**config.mk**
```make
export PLATFORM = sky130hd
export DESIGN_NAME = multicycle_controller_flat
export DESIGN_NICKNAME = d
export VERILOG_FILES = /design/src/rtl/multicycle_controller_if.sv /design/src/rtl/multicycle_controller.sv /design/src/flat_wrapper.sv
export SDC_FILE = /design/constraint.sdc
export NUM_CORES = 1
export LEC_CHECK = 0
export BUFFER_PORTS_ARGS = -buffer_cell sky130_fd_sc_hd__buf_2
export CAP_MARGIN = 20
export CORE_UTILIZATION = 39
export CTS_CLUSTER_SIZE = 30
export DETAILED_ROUTE_END_ITERATION = 10
export PLACE_DENSITY = 0.77
export SLEW_MARGIN = 20
export SYNTH_ARGS = -nofsm -noshare
export SYNTH_HDL_FRONTEND = slang
export SYNTH_SLANG_ARGS = --single-unit
```
**constraint.sdc**
```tcl
create_clock -name CLK -period 2.4 [get_ports CLK]
set_input_delay 0.12 -clock CLK [delete_from_list [all_inputs] [get_ports CLK]]
set_output_delay 0.12 -clock CLK [all_outputs]
set_load 0.02 [all_outputs]
```
**src/rtl/multicycle_controller_if.sv**
```systemverilog
// Control bundle between the multi-cycle sequencer and the MIPS datapath.
// The controller side is the master: it consumes instruction fields and drives strobes.
interface multicycle_controller_if #(
   parameter int CNT_W = 32
);
   logic [5:0]       OP;
   logic [5:0]       FUNC;
   logic             ZERO;
   logic             PC_EN;
   logic             I_OR_D;
   logic             MEM_WE;
   logic             IR_WE;
   logic             REG_WE;
   logic [1:0]       REG_DST;
   logic [1:0]       WB_SEL;
   logic [1:0]       SRC_A;
   logic [1:0]       SRC_B;
   logic             SIGN_EXT;
   logic [5:0]       ALU_OP;
   logic [1:0]       PC_SRC;
   logic             TRAP;
   logic [CNT_W-1:0] RETIRED;
   logic [3:0]       STATE;

   modport master (
      input  OP, FUNC, ZERO,
      output PC_EN, I_OR_D, MEM_WE, IR_WE, REG_WE, REG_DST, WB_SEL,
             SRC_A, SRC_B, SIGN_EXT, ALU_OP, PC_SRC, TRAP, RETIRED, STATE
   );

   modport slave (
      output OP, FUNC, ZERO,
      input  PC_EN, I_OR_D, MEM_WE, IR_WE, REG_WE, REG_DST, WB_SEL,
             SRC_A, SRC_B, SIGN_EXT, ALU_OP, PC_SRC, TRAP, RETIRED, STATE
   );
endinterface

```
**src/rtl/multicycle_controller.sv**
```systemverilog
// Multi-cycle MIPS sequencer: decodes state plus OP/FUNC/ZERO into datapath strobes,
// counts retired instructions and latches a sticky trap on unsupported encodings.
module multicycle_controller #(
   parameter int CNT_W  = 32,
   parameter int RA_REG = 31
) (
   input  logic                     CLK,
   input  logic                     RESET,
   multicycle_controller_if.master  bus
);
   typedef enum logic [3:0] {
      S_FETCH  = 4'd0,  S_DECODE = 4'd1,  S_MEMADR = 4'd2,  S_MEMRD = 4'd3,
      S_MEMWB  = 4'd4,  S_MEMWR  = 4'd5,  S_REXEC  = 4'd6,  S_ALUWB = 4'd7,
      S_BRANCH = 4'd8,  S_IEXEC  = 4'd9,  S_JUMP   = 4'd10, S_JAL   = 4'd11,
      S_JR     = 4'd12, S_TRAP   = 4'd15
   } state_t;

   localparam logic [5:0] ALU_ADD = 6'h20;
   localparam logic [5:0] ALU_SUB = 6'h22;
   localparam logic [5:0] ALU_AND = 6'h24;
   localparam logic [5:0] ALU_OR  = 6'h25;
   localparam logic [5:0] ALU_SLT = 6'h2A;

   // The register index itself is applied in the datapath's write-index mux.
   if (RA_REG < 0 || RA_REG > 31) begin : g_bad_ra
      $error("RA_REG must be a 5-bit register index");
   end

   state_t           state_reg, state_next;
   logic             trap_reg;
   logic [CNT_W-1:0] retired_reg;
   logic             retire;

   always_ff @(posedge CLK) begin
      if (RESET) begin
         state_reg   <= S_FETCH;
         trap_reg    <= 1'b0;
         retired_reg <= '0;
      end else begin
         state_reg   <= state_next;
         trap_reg    <= trap_reg | (state_next == S_TRAP);
         retired_reg <= retired_reg + CNT_W'(retire);
      end
   end

   always_comb begin
      state_next   = state_reg;
      retire       = 1'b0;
      bus.PC_EN    = 1'b0;
      bus.I_OR_D   = 1'b0;
      bus.MEM_WE   = 1'b0;
      bus.IR_WE    = 1'b0;
      bus.REG_WE   = 1'b0;
      bus.REG_DST  = 2'd0;
      bus.WB_SEL   = 2'd0;
      bus.SRC_A    = 2'd0;
      bus.SRC_B    = 2'd0;
      bus.SIGN_EXT = 1'b0;
      bus.ALU_OP   = 6'h00;
      bus.PC_SRC   = 2'd0;
      case (state_reg)
         S_FETCH: begin
            bus.IR_WE  = 1'b1;
            bus.SRC_B  = 2'd1;
            bus.ALU_OP = ALU_ADD;
            bus.PC_EN  = 1'b1;
            state_next = S_DECODE;
         end
         S_DECODE: begin
            // ALU precomputes the branch target while the opcode is dispatched.
            bus.SRC_B    = 2'd3;
            bus.SIGN_EXT = 1'b1;
            bus.ALU_OP   = ALU_ADD;
            case (bus.OP)
               6'h23, 6'h2B:              state_next = S_MEMADR;
               6'h04, 6'h05:              state_next = S_BRANCH;
               6'h08, 6'h0C, 6'h0D, 6'h0A: state_next = S_IEXEC;
               6'h02:                     state_next = S_JUMP;
               6'h03:                     state_next = S_JAL;
               6'h00: begin
                  if (bus.FUNC == 6'h08)
                     state_next = S_JR;
                  else if (bus.FUNC inside {6'h20, 6'h22, 6'h24, 6'h25, 6'h2A, 6'h00, 6'h02})
                     state_next = S_REXEC;
                  else
                     state_next = S_TRAP;
               end
               default:                   state_next = S_TRAP;
            endcase
         end
         S_MEMADR: begin
            bus.SRC_A    = 2'd1;
            bus.SRC_B    = 2'd2;
            bus.SIGN_EXT = 1'b1;
            bus.ALU_OP   = ALU_ADD;
            state_next   = (bus.OP == 6'h23) ? S_MEMRD : S_MEMWR;
         end
         S_MEMRD: begin
            bus.I_OR_D = 1'b1;
            state_next = S_MEMWB;
         end
         S_MEMWB: begin
            bus.REG_WE = 1'b1;
            bus.WB_SEL = 2'd1;
            retire     = 1'b1;
            state_next = S_FETCH;
         end
         S_MEMWR: begin
            bus.I_OR_D = 1'b1;
            bus.MEM_WE = 1'b1;
            retire     = 1'b1;
            state_next = S_FETCH;
         end
         S_REXEC: begin
            bus.SRC_A  = (bus.FUNC == 6'h00 || bus.FUNC == 6'h02) ? 2'd2 : 2'd1;
            bus.ALU_OP = bus.FUNC;
            state_next = S_ALUWB;
         end
         S_IEXEC: begin
            bus.SRC_A    = 2'd1;
            bus.SRC_B    = 2'd2;
            bus.SIGN_EXT = !(bus.OP == 6'h0C || bus.OP == 6'h0D);
            case (bus.OP)
               6'h0C:   bus.ALU_OP = ALU_AND;
               6'h0D:   bus.ALU_OP = ALU_OR;
               6'h0A:   bus.ALU_OP = ALU_SLT;
               default: bus.ALU_OP = ALU_ADD;
            endcase
            state_next = S_ALUWB;
         end
         S_ALUWB: begin
            bus.REG_WE  = 1'b1;
            bus.REG_DST = (bus.OP == 6'h00) ? 2'd1 : 2'd0;
            retire      = 1'b1;
            state_next  = S_FETCH;
         end
         S_BRANCH: begin
            bus.SRC_A  = 2'd1;
            bus.ALU_OP = ALU_SUB;
            bus.PC_SRC = 2'd1;
            bus.PC_EN  = (bus.OP == 6'h04) ? bus.ZERO : !bus.ZERO;
            retire     = 1'b1;
            state_next = S_FETCH;
         end
         S_JUMP: begin
            bus.PC_SRC = 2'd2;
            bus.PC_EN  = 1'b1;
            retire     = 1'b1;
            state_next = S_FETCH;
         end
         S_JAL: begin
            // PC still holds PC+4 of the jal this cycle, so the link value is correct.
            bus.PC_SRC  = 2'd2;
            bus.PC_EN   = 1'b1;
            bus.REG_WE  = 1'b1;
            bus.REG_DST = 2'd2;
            bus.WB_SEL  = 2'd2;
            retire      = 1'b1;
            state_next  = S_FETCH;
         end
         S_JR: begin
            bus.PC_SRC = 2'd3;
            bus.PC_EN  = 1'b1;
            retire     = 1'b1;
            state_next = S_FETCH;
         end
         S_TRAP:  state_next = S_TRAP;
         default: state_next = S_TRAP;
      endcase
      // Reset presents the FETCH selects with every write strobe held off.
      if (RESET) begin
         bus.PC_EN    = 1'b0;
         bus.I_OR_D   = 1'b0;
         bus.MEM_WE   = 1'b0;
         bus.IR_WE    = 1'b0;
         bus.REG_WE   = 1'b0;
         bus.REG_DST  = 2'd0;
         bus.WB_SEL   = 2'd0;
         bus.SRC_A    = 2'd0;
         bus.SRC_B    = 2'd1;
         bus.SIGN_EXT = 1'b0;
         bus.ALU_OP   = ALU_ADD;
         bus.PC_SRC   = 2'd0;
      end
   end

   assign bus.TRAP    = trap_reg;
   assign bus.RETIRED = retired_reg;
   assign bus.STATE   = state_reg;
endmodule

```
**src/flat_wrapper.sv**
```systemverilog
// flat-port wrapper written by rule: the top's interface ports become plain ports
module multicycle_controller_flat 
#(
   parameter int CNT_W  = 32,
   parameter int RA_REG = 31
)
  (CLK, RESET, bus_OP, bus_FUNC, bus_ZERO, bus_PC_EN, bus_I_OR_D, bus_MEM_WE, bus_IR_WE, bus_REG_WE, bus_REG_DST, bus_WB_SEL, bus_SRC_A, bus_SRC_B, bus_SIGN_EXT, bus_ALU_OP, bus_PC_SRC, bus_TRAP, bus_RETIRED, bus_STATE);
  multicycle_controller_if #(.CNT_W(CNT_W)) bus_i ();
  input  logic CLK;
  input  logic RESET;
  input wire logic [$bits(bus_i.OP)-1:0] bus_OP;
  input wire logic [$bits(bus_i.FUNC)-1:0] bus_FUNC;
  input wire logic [$bits(bus_i.ZERO)-1:0] bus_ZERO;
  output wire logic [$bits(bus_i.PC_EN)-1:0] bus_PC_EN;
  output wire logic [$bits(bus_i.I_OR_D)-1:0] bus_I_OR_D;
  output wire logic [$bits(bus_i.MEM_WE)-1:0] bus_MEM_WE;
  output wire logic [$bits(bus_i.IR_WE)-1:0] bus_IR_WE;
  output wire logic [$bits(bus_i.REG_WE)-1:0] bus_REG_WE;
  output wire logic [$bits(bus_i.REG_DST)-1:0] bus_REG_DST;
  output wire logic [$bits(bus_i.WB_SEL)-1:0] bus_WB_SEL;
  output wire logic [$bits(bus_i.SRC_A)-1:0] bus_SRC_A;
  output wire logic [$bits(bus_i.SRC_B)-1:0] bus_SRC_B;
  output wire logic [$bits(bus_i.SIGN_EXT)-1:0] bus_SIGN_EXT;
  output wire logic [$bits(bus_i.ALU_OP)-1:0] bus_ALU_OP;
  output wire logic [$bits(bus_i.PC_SRC)-1:0] bus_PC_SRC;
  output wire logic [$bits(bus_i.TRAP)-1:0] bus_TRAP;
  output wire logic [$bits(bus_i.RETIRED)-1:0] bus_RETIRED;
  output wire logic [$bits(bus_i.STATE)-1:0] bus_STATE;
  assign bus_i.OP = bus_OP;
  assign bus_i.FUNC = bus_FUNC;
  assign bus_i.ZERO = bus_ZERO;
  assign bus_PC_EN = bus_i.PC_EN;
  assign bus_I_OR_D = bus_i.I_OR_D;
  assign bus_MEM_WE = bus_i.MEM_WE;
  assign bus_IR_WE = bus_i.IR_WE;
  assign bus_REG_WE = bus_i.REG_WE;
  assign bus_REG_DST = bus_i.REG_DST;
  assign bus_WB_SEL = bus_i.WB_SEL;
  assign bus_SRC_A = bus_i.SRC_A;
  assign bus_SRC_B = bus_i.SRC_B;
  assign bus_SIGN_EXT = bus_i.SIGN_EXT;
  assign bus_ALU_OP = bus_i.ALU_OP;
  assign bus_PC_SRC = bus_i.PC_SRC;
  assign bus_TRAP = bus_i.TRAP;
  assign bus_RETIRED = bus_i.RETIRED;
  assign bus_STATE = bus_i.STATE;
  multicycle_controller #(.CNT_W(CNT_W), .RA_REG(RA_REG)) u_core (.CLK(CLK), .RESET(RESET), .bus(bus_i));
endmodule
```
## Word-level counts from Yosys, hierarchy flattened

Cells that the tools add are included.

| storage, ports and cells | value |
|---|---|
| register bits after elaboration | 37 |
| logic and storage cells | 90 |

| operators by class | value |
|---|---|
| bitwise logic cells | 1 |
| reduce and logical (&&, ||, !) cells | 21 |
| eq/ne operators | 30 |
| muxes and demuxes | 34 |
| add/subtract/negate cells | 1 |

Operators by type and width:

| kind | number |
|---|---|
| $pmux W4 S6 | 2 |
| $eq A6 B6 Y1 const B | 7 |
| $add A32 B1 Y32 | 1 |
| $eq A6 B4 Y1 const B | 5 |
| $eq A4 B4 Y1 const B | 6 |
| $pmux W6 S4 | 1 |
| $eq A6 B2 Y1 const B | 3 |
| $eq A4 B3 Y1 const B | 4 |
| $reduce_or A2 Y1 | 7 |
| $mux W1 | 13 |
| $eq A6 B3 Y1 const B | 2 |
| $logic_not A6 Y1 | 2 |
| $mux W2 | 6 |
| $pmux W2 S2 | 3 |
| $pmux W2 S3 | 2 |
| $pmux W4 S3 | 1 |
| $reduce_or A3 Y1 | 3 |
| $eq A4 B2 Y1 const B | 2 |
| $mux W4 | 2 |
| $reduce_or A4 Y1 | 2 |
| $reduce_bool A7 Y1 | 1 |
| $reduce_or A7 Y1 | 1 |
| $mux W6 | 1 |
| $eq A4 B1 Y1 const B | 1 |
| other kinds (6) | 9 |

## Depth between registers and ports, before layout

Gate-level depths: netlist of the first run.

| logic depth | value |
|---|---|
| depth after elaboration | 8 |
| gate-level depth with buffers | 11 |

## Worst setup path after synthesis of the first run

No wires, ideal clock.

| path | value |
|---|---|
| path type | reg-to-reg |
| start point | reg u_core.state_reg[2] (netlist: u_core.bus.STATE[2]) |
| end point | reg u_core.retired_reg[31] (netlist: u_core.bus.RETIRED[31]) |
| path slack | -0.268 ns |
| period minus slack after synthesis | 2.668 ns |
| arrival | 2.597 ns |
| data required time | 2.329 ns |
| setup time | 0.071 ns |
| buffers on the path | 3 |
| stages on the path, launching flop included | 11 |
| path through | dfxtp_1 -> clkbuf_1 -> clkbuf_1 -> o211a_1 -> ha_1 -> and3_1 -> buf_2 -> nand3_1 -> or3_1 -> or4_1 -> a21oi_1 |

| between the ends | value |
|---|---|
| word-level cells in the longest chain between the ends | 4 |
| elaborated cells between the ends (all ways) | 10 |
| classes of those cells | 1 x add/sub; 7 x eq/ne; 1 x mux; 1 x reduce/logical |

RTL lines:

| element | line | text |
|---|---|---|
| start, declared | multicycle_controller.sv:29 | `state_t state_reg, state_next;` |
| start signal, assigned | multicycle_controller.sv:40 | `state_reg <= state_next;` |
| $eq A4 B3 Y1 / $eq A4 B4 Y1 (equally long branches) | multicycle_controller.sv:61 | `case (state_reg)` |
| $reduce_or A7 Y1 (no line) * | -- |  |
| $mux W1 * | multicycle_controller.sv:61 |  |
| $add A32 B1 Y32 * | multicycle_controller.sv:42 | `retired_reg <= retired_reg + CNT_W'(retire);` |
| end signal, assigned | multicycle_controller.sv:42 |  |
| end, declared | multicycle_controller.sv:31 | `logic [CNT_W-1:0] retired_reg;` |

Mark *: on every way between the ends. The rest lies on a longest branch, timed or not.
A chain may end at the register's enable or synchronous reset.

## Worst setup path in the final report of the first run

Ends and elaborated chain as after synthesis.

==> qor.csv, run 1 <==
stage,metric,value,unit
placement,GP Congestion,0.861,
detailed_routing,WL final,6.07,mm
critical_path,Critical Path AT,2.53,ns
floorplanning,top-level port count,74,
power_and_ir_drop,VDD IR max,300,uV
timing,Max-slew headroom,61.0,%
final_layout,Layout fillers,526,
timing,endpoints failing hold,0,
global_route,grt total ovfl,0,
timing,post-route minimum period,2.29,ns
timing,Max Clk Rate,0.437,GHz
global_route,number of antenna violations at the first check in global routing,0,
detailed_routing,DRC viols,0,
final_layout,Antenna Cells,0,
critical_path,Worst setup EP type,flip-flop,
clock_network,CTS Sinks,37,
critical_path,CP Max Fanout,8,
synthesis,Synth async-reset ratio,0,%
final_layout,register area,746,um^2
placement,IO buf count,73,
detailed_routing,vias per cell,5.36,
critical_path,CP Cell Sequence,and2_4 > o21ai_2 > o211a_1 > ha_2 > and3_4 > nand3_4 > or3_4 > or4_4 > a21oi_2,
detailed_routing,via count,2368,
critical_path,R2R depth,9,
detailed_routing,Routed WL per cell,13.7,um
power_and_ir_drop,LEAKAGE,1.20,nW
clock_network,total CTS buffers,5,
synthesis,Synthesized Nets,310,
placement,Detailed Place HPWL,4.47,mm
min_path,Hold Path Stages,3,
global_route,GRT Util Overall,20.0,%
clock_network,CTS Hold Buffers Added,0,
global_route,global-route wire length before repair,9.72,mm
synthesis,Mapped Area,0.00224,mm^2
timing,RSZ-0062 raised after global routing,no,
critical_path,"Req. time, crit path",2.64,ns
final_layout,# nets final,386,
synthesis,prevailing post-synth register cell,dfxtp_1,
clock_network,Root Driver,clkbuf_8,
final_layout,Multi-input gate area,0.00149,mm^2
detailed_routing,DRT iter0 DRCs,175,
critical_path,worst setup path class,reg2reg,
detailed_routing,Antenna Violating Nets Remaining,0,
synthesis,number of synthesized register bits,37,
critical_path,CP peak stage delay,0.42,ns
detailed_routing,Pre-antenna DRT Iters,4,
run_status,outcome,finished clean,
clock_network,CTS tree,built,
power_and_ir_drop,Pwr Density,612,mW/mm^2
floorplanning,Core Region,0.00551,mm^2
timing,Layout Skew,0.00804,ns
synthesis,Synth cell types,50,
floorplanning,Starting Density,40.6,%
synthesis,synthesized area per cell,7.64,um^2
synthesis,number of synthesized flops with an enable pin,0,
synthesis,Syn Inst Count,293,
critical_path,CP startpoint kind,flip-flop,
global_route,vias in the first global route,2124,
placement,Post-Place Cells,431,
critical_path,crit path max-delay cell type,or4_4,
floorplanning,die width,77.7,um
floorplanning,Rows,27,
min_path,Min-Delay Path Class,in2reg,
timing,Max Slew Vio Count,0,
synthesis,register area share after synthesis,33.1,%
final_layout,Util after Layout,53.1,%
flow_run,max cap viols,0,
floorplanning,Die H,77.7,um
timing,# setup viols final,0,
clock_network,clock slew at reported path FFs,0.08,ns
timing,part of the cycle the worst path needs,95.4,%
final_layout,Final Non-Filler Cells,442,
synthesis,YS warnings,0,
floorplanning,DIE AREA,0.00604,mm^2
clock_network,Max Root-Sink Buffers,2,
global_route,largest net degree at the start of global routing,44,
final_layout,layout cells sized above 1,31.6,%
final_layout,Area Growth Syn to Fin,30.6,%
clock_network,H-tree depth,2,
clock_network,worst skew pair latency,0.30,ns
timing,slew at the pin with the worst max-slew slack,0.576,ns
[critical path, delay by kind of cell (launching register included)]
kind            cells  cell delay (ns)
compound gates      3             0.44
fa+ha+maj           1             0.18
flops               1             0.37
simple gates        5             1.24
[timing repair]
action | in CTS | in global routing
gates resized for setup | 1 | 13
buffers inserted | 0 | 3
setup endpoints to repair | 1 | 13
pin swaps | 0 | 2
endpoints found under the hold margin | 0 | 0
[cells by family after synthesis]
| group | Yosys count | share of synthesized area, % |
|---|---|---|
| AND/OR/NAND/NOR | 159 | 37.4 |
| flip-flops | 37 | 33.1 |
| XOR/XNOR | 28 | 11.0 |
| adder cells (fa/ha/maj) | 2 | 1.12 |
| buffers and inverters | 22 | 4.03 |
| AO/OA/AOI/OAI | 45 | 13.4 |
[cells in the final DEF, fill, tap and decap left out, types with 10 or more instances in the layout]
cell type  instances
a21oi_1           13
buf_2             73
buf_4             13
dfxtp_1           35
nand2_1           28
nand3_1           10
nor2_1            44
nor2b_1           10
xnor2_1           19
[per-layer routing]
layer	share of wire, %	track usage, %	up-vias
met2	45	30.4	65
met4	1.6	8.11	0
met5	0	0	-
met1	48	26.9	1101
met3	5.7	4.82	10
li1	-	-	1192
[per-stage QoR]
stage	instance area (um^2)	hold slack, ns	TNS, ns	worst slack [ns]	power (mW)
after floorplan	2280	0.369	0	0.00780	1.07
after global placement	2720	0.449	0	0.115	1.25
after detailed placement	2720	0.455	0	0.00475	1.25
after CTS	2840	0.252	-0.00163	-0.00163	1.78
after global routing	2920	0.269	0	0.0262	1.88
final	2920	0.263	0	0.110	1.79
[area by class of cell]
class,count,area share (%)
multi-input combinational,234,51.0
sequential,37,25.5
timing repair buffer,86,15.8
clock buffer,7,3.68
tap,72,3.08
inverter,5,0.642
clock inverter,1,0.257
[sequential cells by signal, indices dropped and copies added, names as in the netlist]
name,flops
u_core.bus.RETIRED,32
u_core.bus.STATE,4
u_core.bus.TRAP,1
[final timing paths]
kind / slack, ns / from / to
hold reg to reg: 0.49 / u_core.bus.TRAP$_SDFF_PP0_ / u_core.bus.TRAP$_SDFF_PP0_
setup reg to reg: 0.11 / u_core.bus.STATE[2]$_SDFF_PP0_ / u_core.bus.RETIRED[31]$_SDFF_PP0_
setup / recovery: 0.11 / u_core.bus.STATE[2]$_SDFF_PP0_ / u_core.bus.RETIRED[31]$_SDFF_PP0_
hold / removal: 0.26 / bus_FUNC[4] / u_core.bus.STATE[3]$_SDFF_PP0_
[cell usage after synthesis (all sizes together) (4+ instances only)]
master   n  area [um^2]
nand2   28          105
dfxtp   37          741
buf      4         22.5
clkbuf  13         48.8
nand2b   8         50.1
nand4    4         25.0
and4     5         46.3
or3      4         25.0
nor2    44          165
a21oi   14         70.1
inv      5         18.8
a31oi    4         25.0
xnor2   19          166
nand3   13         77.6
nor3     9         45.0
and3     4         25.0
nor2b   10         62.6
nor4    12         75.1
xor2     9         78.8
and2     8         50.1
o21ai    7         35.0
[report_power, final]
part | internal, mW | leakage (nW) | switching [mW]
clock | 0.296 | 0.0556 | 0.237
combinational | 0.223 | 0.841 | 0.362
sequential | 0.645 | 0.300 | 0.0264
total | 1.16 | 1.20 | 0.625
(Power assumes the default switching activity.)
==> run 2: changes to the inputs <==
--- a/config.mk
+++ b/config.mk
@@ -10,7 +10,7 @@
 export CORE_UTILIZATION = 39
 export CTS_CLUSTER_SIZE = 30
 export DETAILED_ROUTE_END_ITERATION = 10
-export PLACE_DENSITY = 0.77
+export PLACE_DENSITY = 0.64
 export SLEW_MARGIN = 20
 export SYNTH_ARGS = -nofsm -noshare
 export SYNTH_HDL_FRONTEND = slang
==> constraint.sdc (replaced) <==
create_clock -name CLK -period 2.4 [get_ports CLK]
set_input_delay 0.48 -clock CLK [delete_from_list [all_inputs] [get_ports CLK]]
set_output_delay 0.48 -clock CLK [all_outputs]
set_load 0.02 [all_outputs]
==> qor.csv, run 2 (same netlist as run 1, synthesis figures left out) <==
stage,metric,value,unit,change
run_status,outcome,finished clean,,
detailed_routing,DRC viols,0,,unchanged
clock_network,H-tree depth,2,,unchanged
final_layout,"commonest non-fill, non-tap cell in the layout",buf_2,,
final_layout,Antenna Cells,0,,unchanged
timing,# setup viols final,0,,unchanged
timing,Layout Skew,0.0145,ns,+0.00646 ns
critical_path,CP Max Fanout,13,,+5
critical_path,worst setup path class,reg2out,,
global_route,global-route wire length before repair,10.1,mm,+3.8%
final_layout,layout cells sized above 1,32.6,%,+1.0 points
floorplanning,Rows,27,,unchanged
global_route,grt total ovfl,0,,unchanged
placement,IO buf count,73,,unchanged
final_layout,most frequent cells in the layout,"buf_2 (73), nor2_1 (43), dfxtp_1 (37), nand2_1 (28), buf_4 (20)",,
placement,Detailed Place HPWL,4.47,mm,about the same
global_route,largest net degree at the start of global routing,32,,-27%
critical_path,CP Capture Point,bus_ALU_OP[3],,
critical_path,buffers plus inverters on the worst setup path,3,,+3
timing,Max Clk Rate,0.438,GHz,+0.36%
timing,RSZ-0062 raised after global routing,no,,
power_and_ir_drop,Pwr Density,613,mW/mm^2,+0.21%
flow_run,max cap viols,0,,unchanged
floorplanning,die width,77.7,um,unchanged
final_layout,Util after Layout,53.9,%,+0.80 points
timing,Hold WS,0.481,ns,+0.218 ns
critical_path,number of cells on the critical path,7,,-2
floorplanning,Starting Density,40.6,%,unchanged
min_path,Hold Path Stages,1,,-2
floorplanning,DIE AREA,0.00604,mm^2,unchanged
clock_network,worst skew pair latency,0.30,ns,about the same
timing,part of the cycle the worst path needs,95.1,%,-0.34 points
critical_path,Worst setup EP type,primary output,,
timing,endpoints failing hold,0,,unchanged
critical_path,CP Cell Sequence,buf_4 > inv_1 > nand2_1 > nor2_2 > o21ai_2 > o41ai_2 > buf_2,,
detailed_routing,Routed WL per cell,13.4,um,-2.4%
clock_network,clock slew at reported path FFs,0.08,ns,about the same
timing,Max Slew Vio Count,0,,unchanged
detailed_routing,vias per cell,5.32,,-0.73%
final_layout,max reg flops,32,,unchanged
clock_network,Root Driver,clkbuf_8,,
power_and_ir_drop,LEAKAGE,1.23,nW,+3.2%
floorplanning,Die H,77.7,um,unchanged
critical_path,CP top delay family,buffers and inverters,,
detailed_routing,Pre-antenna DRT Iters,4,,unchanged
critical_path,"Req. time, crit path",1.92,ns,-0.72 ns
global_route,number of antenna violations at the first check in global routing,0,,unchanged
floorplanning,top-level port count,74,,unchanged
timing,slew at the pin with the worst max-slew slack,0.349,ns,-0.227 ns
detailed_routing,Antenna Violating Nets Remaining,0,,unchanged
detailed_routing,DRT iter0 DRCs,154,,-12%
clock_network,CTS tree,built,,
placement,GP Congestion,0.865,,+0.52%
final_layout,# nets final,393,,+1.8%
clock_network,CTS Sinks,37,,unchanged
power_and_ir_drop,VDD IR max,385,uV,+28%
critical_path,CP startpoint kind,flip-flop,,
global_route,vias in the first global route,2196,,+3.4%
detailed_routing,via count,2388,,+0.84%
timing,post-route minimum period,2.28,ns,-0.00814 ns
final_layout,Area Growth Syn to Fin,32.6,%,
critical_path,RR Endpoint,u_core.bus.RETIRED[31]$_SDFF_PP0_,,
clock_network,total CTS buffers,5,,unchanged
critical_path,crit path max-delay cell type,dfxtp_1,,
timing,Post-Route Setup TNS,0,ns,unchanged
global_route,GRT Util Overall,20.8,%,+0.85 points
clock_network,Max Root-Sink Buffers,2,,unchanged
critical_path,R2R depth,9,,unchanged
critical_path,launch point of the worst reg-to-reg path,u_core.bus.STATE[2]$_SDFF_PP0_,,
timing,Max-slew headroom,76.4,%,+15 points
min_path,Min-Delay Path Class,reg2reg,,
detailed_routing,WL final,6.02,mm,-0.86%
floorplanning,Core Region,0.00551,mm^2,unchanged
critical_path,Reg2Reg Setup Slack,0.13,ns,+0.02 ns
power_and_ir_drop,overall power,1.82,mW,+1.7%
critical_path,CP peak stage delay,0.33,ns,-0.09 ns
critical_path,Critical Path AT,1.80,ns,-0.73 ns
critical_path,Worst setup startpoint,u_core.bus.STATE[0]$_SDFF_PP0_,,
==> run 2: changes by cell type in the layout (fill, tap and decap cells not counted), moves of 2 or more <==
| cell | previous run | this run |
|---|---|---|
| nand3_4 | 3 | 1 |
| and2_1 | 6 | 8 |
| buf_4 | 13 | 20 |
| nor2b_1 | 10 | 8 |
| dfxtp_1 | 35 | 37 |
| nand3_2 | 0 | 2 |
==> run 2: metal layers <==
| metal | global-route usage [%] | part of all wire [%] |
|---|---|---|
| met5 | 0 | 0 |
| met4 | 7.55 | 1.5 |
| met3 | 3.76 | 5.1 |
| met2 | 35.8 | 49 |
| met1 | 25.8 | 44 |
==> run 2: how the worst min path moves through the flow <==
stage / start / endpoint
floorplan: u_core.bus.RETIRED[31]$_SDFF_PP0_ / u_core.bus.RETIRED[31]$_SDFF_PP0_
global placement: u_core.bus.RETIRED[31]$_SDFF_PP0_ / u_core.bus.RETIRED[31]$_SDFF_PP0_
detailed placement: u_core.bus.TRAP$_SDFF_PP0_ / u_core.bus.TRAP$_SDFF_PP0_
CTS: u_core.bus.TRAP$_SDFF_PP0_ / u_core.bus.TRAP$_SDFF_PP0_
global route: u_core.bus.RETIRED[31]$_SDFF_PP0_ / u_core.bus.RETIRED[31]$_SDFF_PP0_
finish: u_core.bus.TRAP$_SDFF_PP0_ / u_core.bus.TRAP$_SDFF_PP0_
==> run 2: final cells by class <==
| type | count | area, um^2 |
|---|---|---|
| clock inverter | 2 | 38.8 |
| timing repair buffer | 93 | 515 |
| tap | 72 | 90.1 |
| multi-input combinational | 234 | 1490 |
| fill | 561 | 2540 |
| sequential | 37 | 741 |
| clock buffer | 6 | 72.6 |
| inverter | 5 | 18.8 |
==> run 2: through the flow <==
| step | std cells | instance area (um^2) | setup slack, ns |
|---|---|---|---|
| floorplan | 293 | 2250 | -0.188 |
| global placement | 439 | 2770 | 0.0970 |
| detailed placement | 439 | 2770 | 0.0386 |
| CTS | 447 | 2880 | 0.0294 |
| global route | 449 | 2970 | 0.00281 |
| finish | 449 | 2970 | 0.118 |
==> run 2: worst reg2reg max path: stages (launching register included) <==
cell	delay, ns
dfxtp_1	0.34
and2_1	0.16
o21ai_2	0.15
o211a_1	0.18
ha_1	0.17
and3_4	0.19
nand3_1	0.08
or3_1	0.34
or4_1	0.47
a21oi_1	0.14
==> run 2: report_power, final <==
part | switching (mW) | internal [mW]
registers | 0.0189 | 0.642
clock network | 0.228 | 0.312
logic | 0.387 | 0.232
total | 0.634 | 1.19
==> run 2: what timing repair did <==
| action | CTS | global route |
|---|---|---|
| setup buffers | 0 | 2 |
| setup endpoints to repair | 1 | 17 |
| gates resized for setup | 1 | 18 |
| pin swaps | 0 | 1 |
| hold buffers | 0 | 0 |
==> run 3: changes to the inputs <==
--- a/config.mk
+++ b/config.mk
@@ -5,12 +5,12 @@
 export SDC_FILE = /design/constraint.sdc
 export NUM_CORES = 1
 export LEC_CHECK = 0
-export BUFFER_PORTS_ARGS = -buffer_cell sky130_fd_sc_hd__buf_2
 export CAP_MARGIN = 20
 export CORE_UTILIZATION = 39
 export CTS_CLUSTER_SIZE = 30
 export DETAILED_ROUTE_END_ITERATION = 10
-export PLACE_DENSITY = 0.64
+export DONT_BUFFER_PORTS = 1
+export PLACE_DENSITY = 0.52
 export SLEW_MARGIN = 20
 export SYNTH_ARGS = -nofsm -noshare
 export SYNTH_HDL_FRONTEND = slang
==> constraint.sdc (replaced) <==
create_clock -name CLK -period 2.4 [get_ports CLK]
set_input_delay 0.48 -clock CLK [delete_from_list [all_inputs] [get_ports CLK]]
set_output_delay 0.48 -clock CLK [all_outputs]
set_load 0.1 [all_outputs]
==> qor.csv, run 3 (same netlist as run 1, synthesis figures left out) <==
stage,metric,value,unit,change
critical_path,Critical Path AT,1.84,ns,+0.04 ns
critical_path,RR Endpoint,u_core.bus.RETIRED[13]$_SDFF_PP0_,,
min_path,min-delay src,RESET,,
placement,Detailed Place HPWL,4.99,mm,+12%
final_layout,Area Growth Syn to Fin,48.2,%,
run_status,outcome,finished clean,,
placement,GP Congestion,0.859,,-0.73%
timing,# setup viols final,0,,unchanged
detailed_routing,Routed WL per cell,15.4,um,+15%
final_layout,# nets final,372,,-5.3%
critical_path,R2R depth,9,,unchanged
min_path,Min-Delay Path Class,in2reg,,
floorplanning,DIE AREA,0.00604,mm^2,unchanged
critical_path,number of cells on the critical path,6,,-1
timing,Max Slew Vio Count,0,,unchanged
placement,Setup WS pre-CTS,0.153,ns,+0.114 ns
final_layout,layout cells sized above 1,36.8,%,+4.2 points
floorplanning,Starting Density,40.6,%,unchanged
floorplanning,Die H,77.7,um,unchanged
timing,endpoints failing hold,0,,unchanged
timing,post-route minimum period,2.32,ns,+0.0400 ns
critical_path,"Req. time, crit path",1.92,ns,about the same
detailed_routing,Pre-antenna DRT Iters,4,,unchanged
floorplanning,top-level port count,74,,unchanged
critical_path,worst setup path class,reg2out,,
clock_network,worst skew pair latency,0.29,ns,about the same
global_route,number of antenna violations at the first check in global routing,0,,unchanged
global_route,largest net degree at the start of global routing,45,,+41%
clock_network,CTS Sinks,37,,unchanged
clock_network,total CTS buffers,5,,unchanged
final_layout,max reg flops,32,,unchanged
min_path,worst hold endpoint,u_core.bus.RETIRED[6]$_SDFF_PP0_,,
timing,Layout Skew,0.00959,ns,-0.00491 ns
critical_path,CP Max Fanout,14,,+1
detailed_routing,DRC viols,0,,unchanged
power_and_ir_drop,overall power,2.27,mW,+25%
final_layout,"commonest non-fill, non-tap cell in the layout",buf_4,,
global_route,GRT Util Overall,22.0,%,+1.2 points
detailed_routing,DRT iter0 DRCs,127,,-18%
critical_path,CP Cell Sequence,buf_4 > nand2_2 > nor2_2 > o21ai_2 > o41ai_4 > buf_12,,
detailed_routing,via count,2299,,-3.7%
final_layout,Layout fillers,529,,-5.7%
critical_path,Reg2Reg Setup Slack,0.12,ns,about the same
timing,slew at the pin with the worst max-slew slack,0.993,ns,+0.644 ns
floorplanning,Rows,27,,unchanged
power_and_ir_drop,VDD IR max,481,uV,+25%
placement,IO buf count,0,,-100%
detailed_routing,WL final,6.57,mm,+9.3%
timing,Hold WS,0.247,ns,-0.234 ns
critical_path,launch point of the worst reg-to-reg path,u_core.bus.STATE[2]$_SDFF_PP0_,,
min_path,Hold Path Stages,1,,unchanged
critical_path,crit path max-delay cell type,dfxtp_4,,
critical_path,CP peak stage delay,0.37,ns,+0.04 ns
clock_network,H-tree depth,2,,unchanged
critical_path,CP startpoint kind,flip-flop,,
timing,Max-slew headroom,33.7,%,-43 points
global_route,grt total ovfl,0,,unchanged
timing,Max Clk Rate,0.431,GHz,-1.7%
critical_path,Worst setup EP type,primary output,,
power_and_ir_drop,Pwr Density,686,mW/mm^2,+12%
final_layout,register area,761,um^2,+2.7%
final_layout,fin area,0.00331,mm^2,+12%
placement,placed cell areas,0.00317,mm^2,+15%
global_route,global-route wire length before repair,10.5,mm,+3.8%
detailed_routing,vias per cell,5.37,,+1.0%
clock_network,Root Driver,clkbuf_8,,
clock_network,clock slew at reported path FFs,0.08,ns,about the same
final_layout,Antenna Cells,0,,unchanged
power_and_ir_drop,LEAKAGE,1.23,nW,-0.34%
timing,part of the cycle the worst path needs,96.7,%,+1.7 points
global_route,vias in the first global route,2103,,-4.2%
clock_network,CTS tree,built,,
floorplanning,die width,77.7,um,unchanged
final_layout,most frequent cells in the layout,"buf_4 (60), nor2_1 (36), dfxtp_1 (29), nand2_1 (27), xnor2_1 (19)",,
critical_path,buffers plus inverters on the worst setup path,2,,-1
timing,fin worst setup slack,0.0782,ns,-0.0400 ns
floorplanning,Core Region,0.00551,mm^2,unchanged
detailed_routing,Antenna Violating Nets Remaining,0,,unchanged
clock_network,Max Root-Sink Buffers,2,,unchanged
flow_run,max cap viols,0,,unchanged
clock_network,CTS Hold Buffers Added,0,,unchanged
critical_path,CP top delay family,compound AO/OA/AOI/OAI gates,,
final_layout,Multi-input gate area,0.00167,mm^2,+12%
run 3: stage by stage:
stage          TNS [ns]  std cells  util (%)
4_1_cts         -0.0147        426      59.3
5_1_grt        -0.00312        428      60.2
3_5_place_dp          0        418      57.6
2_1_floorplan     -1.74        293         -
6_report              0        428      60.2
3_3_place_gp          0        418      57.6
run 3: worst max path at each step:
stage                                        start            end
floorplan                                bus_OP[2]  bus_ALU_OP[3]
global placement                         bus_OP[1]      bus_PC_EN
detailed placement                       bus_OP[1]      bus_PC_EN
CTS                 u_core.bus.STATE[3]$_SDFF_PP0_  bus_ALU_OP[1]
global route        u_core.bus.STATE[1]$_SDFF_PP0_  bus_ALU_OP[3]
finish              u_core.bus.STATE[1]$_SDFF_PP0_  bus_ALU_OP[3]
run 3: what timing repair did:
| action | in CTS | in global routing |
|---|---|---|
| pin swaps | 0 | 1 |
| gates resized for setup | 4 | 11 |
| buffers inserted | 0 | 2 |
| cloned | 0 | 0 |
| setup endpoints to repair | 4 | 11 |
run 3: final cells by class:
class / count / share of cell area (%)
tap: 72 / 2.72
multi-input combinational: 234 / 50.4
timing repair buffer: 72 / 20.8
clock buffer: 6 / 2.19
clock inverter: 2 / 0.302
sequential: 37 / 23.0
inverter: 5 / 0.566
run 3: layer usage:
metal / vias to the layer above / track usage, % / routed length [um]
li1: 1160 / - / -
met1: 1060 / 30.5 / 3060
met2: 73 / 32.7 / 2970
met3: 6 / 6.71 / 469
met4: 0 / 6.23 / 81
met5: - / 0 / 0
run 3: power by group:
group / total, mW / internal, mW / switching, mW
combinational: 1.15 / 0.332 / 0.819
clock: 0.416 / 0.201 / 0.215
sequential: 0.705 / 0.652 / 0.0534
total: 2.27 / 1.18 / 1.09
